<file path="src/rtl/updown_counter_n.sv">
// Purpose : parametrised up/down counter, modulus MODULUS, wrap or saturate, sync load, cascadable tc.
// Latency : Q and tc registered, 1 cycle from sampled inputs; at_max/at_min combinational from Q.
// Backpr. : none; enable is the only throttle, and tc of one stage drives enable of the next.
//
// Ports:
//    clk        - rising-edge clock
//    rst_n      - asynchronous active-low reset (Q=0, tc=0)
//    enable     - count enable; Q holds when low
//    up_down    - direction: 1 = up, 0 = down
//    load       - synchronous load, overrides enable/up_down
//    load_value - value to load, clamped to MODULUS-1
//    Q          - current count, always within 0..MODULUS-1
//    tc         - one-cycle terminal-count pulse (held while saturated and still counting)
//    at_max     - Q == MODULUS-1
//    at_min     - Q == 0
module updown_counter_n #(
   parameter int WIDTH    = 3,
   parameter int MODULUS  = 8,
   parameter int SATURATE = 0
) (
   input  logic             clk,
   input  logic             rst_n,
   input  logic             enable,
   input  logic             up_down,
   input  logic             load,
   input  logic [WIDTH-1:0] load_value,
   output logic [WIDTH-1:0] Q,
   output logic             tc,
   output logic             at_max,
   output logic             at_min
);

   // Reject illegal configurations at elaboration time.
   generate
      if (WIDTH < 1 || WIDTH > 16) begin : g_bad_width
         $error("updown_counter_n: WIDTH must be in 1..16");
      end
      if (MODULUS < 2 || MODULUS > (1 << WIDTH)) begin : g_bad_modulus
         $error("updown_counter_n: MODULUS must be in 2..2**WIDTH");
      end
   endgenerate

   localparam logic [WIDTH-1:0] MAX_VAL = WIDTH'(MODULUS - 1);
   localparam logic [WIDTH-1:0] ONE     = WIDTH'(1);
   localparam bit               SAT     = (SATURATE != 0);

   logic [WIDTH-1:0] r_q;
   logic             r_tc;
   logic [WIDTH-1:0] w_q_nxt;
   logic             w_tc_nxt;

   always_comb begin
      w_q_nxt  = r_q;
      w_tc_nxt = 1'b0;
      if (load) begin
         // Out-of-range loads clamp to the top of the range rather than wrapping.
         w_q_nxt = (load_value > MAX_VAL) ? MAX_VAL : load_value;
      end else if (enable) begin
         if (up_down) begin
            if (r_q == MAX_VAL) begin
               w_tc_nxt = 1'b1;
               w_q_nxt  = SAT ? r_q : '0;
            end else begin
               w_q_nxt = r_q + ONE;
            end
         end else begin
            if (r_q == '0) begin
               w_tc_nxt = 1'b1;
               w_q_nxt  = SAT ? r_q : MAX_VAL;
            end else begin
               w_q_nxt = r_q - ONE;
            end
         end
      end
   end

   always_ff @(posedge clk or negedge rst_n) begin
      if (!rst_n) begin
         r_q  <= '0;
         r_tc <= 1'b0;
      end else begin
         r_q  <= w_q_nxt;
         r_tc <= w_tc_nxt;
      end
   end

   assign Q      = r_q;
   assign tc     = r_tc;
   // Decoded from the register only, so these never see input glitches.
   assign at_max = (r_q == MAX_VAL);
   assign at_min = (r_q == '0);

endmodule
</file>
<file path="config.mk">
export PLATFORM = sky130hd
export DESIGN_NAME = updown_counter_n
export DESIGN_NICKNAME = d
export VERILOG_FILES = /design/src/rtl/updown_counter_n.sv
export SDC_FILE = /design/constraint.sdc
export NUM_CORES = 1
export LEC_CHECK = 0
export CORE_AREA = 2 2 39 41
export DETAILED_ROUTE_END_ITERATION = 7
export DIE_AREA = 0 0 41 43
export DONT_BUFFER_PORTS = 1
export SLEW_MARGIN = 20
export SYNTH_ARGS = -nofsm -noshare
export SYNTH_HDL_FRONTEND = slang
export SYNTH_SLANG_ARGS = --single-unit
export TNS_END_PERCENT = 1
</file>
<file path="constraint.sdc">
create_clock -name clk -period 2.7 [get_ports clk]
set_input_delay 0.54 -clock clk [delete_from_list [all_inputs] [get_ports clk]]
set_output_delay 0.54 -clock clk [all_outputs]
set_load 0.005 [all_outputs]
</file>
==> key figures <==
Run status
  • Status: completed

Drt
  • Via count: about 250
  • DRT iter0 DRCs: 6
  • Final Routed Wirelength: between 600 and 700 microns
  • Drt via density: 4.774
  • 1st-pass router iterations: 4
  • Remaining antenna violation count: 0
  • WL per Instance: ~12 microns
  • # DRC: 0

Clock network
  • CTS tree: built
  • Reg clk slew, reported paths: about 30 ps
  • Htree depth: 1
  • Clk sink count: 4
  • CTS Root Cell: clkbuf_4
  • Postcts setup bufs: 0
  • TritonCTS buffer count: 3
  • Skew-Pair Late Insertion Delay: approximately 230 ps
  • Clock Path Buffers: 2

Logic synthesis
  • Syn avg cell area: between 8 and 9 sq um
  • Part of the Yosys area used for sequential elements: approximately a third
  • Post-synth cell types: 18
  • Post-synth top area cell: dfrtp_1
  • Mapped Area: 290.3 sq um
  • Syn nets: 45
  • Synth Warn #: 0
  • Post-Synthesis Cells: 33
  • Asr flop ratio synth: 100.0%
  • Synth top area share: approximately 34%
  • Yosys reg bits: 4
  • Top FF cell, synth: dfrtp_1
  • Post-synth top cells: dfrtp_1, ha_1, a21oi_1, nand2_1, nor2b_1
  • Post-synth EDFFs: 0
  • Area contributors post-synth: dfrtp_1, ha_1, nor2b_1

Die
  • I/O pins: 14
  • Starting density of the core: between 20% and 30%
  • Die width: 41 microns
  • DIE AREA: roughly 1800 sq um
  • Row cnt: 14
  • Die Span Y: ~43 microns
  • Floorplan core area: between 1000 and 1500 sq um

Timing
  • Setup TNS Final: 0 ps
  • Worst Skew: 4.875 ps
  • Final critical-path share of the clock period: between 60% and 70%
  • Minimum clock period after layout: around 1700 ps
  • Rel. slew slack: between 80% and 90%
  • Worst slew pin tran: about 260 ps
  • Slew Limit Fails: 0
  • Final hold vios: 0
  • RSZ-0062 raised after global routing: false
  • Count of final setup violators: 0
  • FMAX: slightly below 600 MHz
  • Minimum hold slack: roughly 430 ps

Power and ir drop
  • Total Power: 190.5 uW
  • Maximum vdd drop: between 0.0002 and 0.0003 V
  • Pwr Density: ~560 nW/um^2
  • Lkg Pwr: 0.1529 nW

Place
  • Detailed Place HPWL: approximately 540 microns
  • Placed cell count: 49
  • Gp weighted congestion: between 0.7 and 0.8
  • IO Port Bufs: 0

Global routing
  • Initial antenna violation count: 0
  • GR Overflow Total: 0
  • First-pass GRT wire length: roughly 1.1 mm
  • Vias in the first global route: 247
  • Largest net degree at the start of global routing: 8
  • GRT Overall Usage: about a tenth

Job
  • Max Cap Violations: 0

Setup path
  • Critical Path RT: between 2000 and 2500 ps
  • CP Capture Type: output port
  • Kind of critical path: flop to output port
  • CP Launch Type: flop
  • Max Fanout on Critical Path: 3
  • Data arrival, critical path: approximately 1200 ps

Final layout
  • Layout cell share with drive strength beyond 1: roughly 14%
  • Area grow syn2layout: 18.10%
  • # nets final: 51
  • Layout Cells excl Fill: 53
  • Antenna diodes: 0
  • Filler cells: between 150 and 200

Min path
  • Worst hold path class: input port to flop
[registers in the layout, indices dropped and copies added (netlist names)]
signal and flops:
Q 3, tc 1
[critical path: stages, from the launching register on]
cell and delay (ps):
dfrtp_1 400, inv_1 120, ha_1 180, nor2b_1 220
[routing by layer]
layer	vias up	part of all wire [%]	track usage, %
li1	124	-	-
met1	118	43	11.04
met2	11	46	12.19
met3	0	11	9.424
met4	0	0	2.000
met5	-	0	0
[power breakdown]
group          leakage (nW)  total (mW)  internal (mW)  switching [mW]
Clock                0.0138      0.0735         0.0497          0.0238
Combinational        0.0892      0.0408         0.0198          0.0210
Sequential           0.0499      0.0761         0.0664         0.00969
Total                 0.153       0.190          0.136          0.0545
[cells in the final DEF (no fill, tap or decap), types with 2 or more instances in the layout]
| master | synthesis | layout |
|---|---|---|
| o21ai_1 | 2 | 2 |
| ha_1 | 4 | 4 |
| nand2_1 | 3 | 3 |
| nor2b_1 | 3 | 3 |
| clkbuf_4 | 0 | 3 |
| dfrtp_1 | 4 | 4 |
| a21oi_1 | 3 | 3 |
| inv_1 | 2 | 2 |
| or3_1 | 2 | 2 |
[final timing paths]
check	start	end	slack, ps	cells past startpoint
setup / recovery	Q[1]	at_min	1010	3
hold / removal	enable	Q[1]	430	1
setup reg to reg	Q[0]	Q[2]	1290	5
hold reg to reg	Q[1]	Q[1]	680	2
max in group asynchronous	rst_n	Q[0]	1960	1
min in group asynchronous	rst_n	tc	570	1
[stage by stage]
step	instance area [sq um]	util [%]	setup WS, ps
after CTS	342.8	24.77	970.5
after global routing	342.8	24.77	884.5
after global placement	310.3	22.42	1233
final	342.8	24.77	1006
after detailed placement	310.3	22.42	1218
after floorplan	290.3	-	1340
[layout make-up]
cell class                      instances  area (sq um)  share of cell area [%]
Clock buffer                            3         22.52                   6.569
Timing Repair Buffer                    1         10.01                   2.920
Multi-Input combinational cell         26         178.9                   52.19
Sequential cell                         4         100.1                   29.20
Tap cell                               16         20.02                   5.839
Inverter                                3         11.26                   3.285
[cell families (layout without fill, tap and decap cells)]
kind of cell	count (synthesis)	count (layout)	synth area share, %
flops	4	4	34.48
fa+ha+maj	4	4	17.24
buf+inv	3	7	3.879
compound gates	9	9	18.96
simple gates	13	13	25.43
[what timing repair did]
action | 4_1_cts | 5_1_grt
hold endpoints to repair | 4 | 0
resized for setup | 0 | 0
hold buffers | 1 | 0
endpoints found under the setup margin | 0 | 0
No activity file was read; power rests on OpenSTA's default activity.
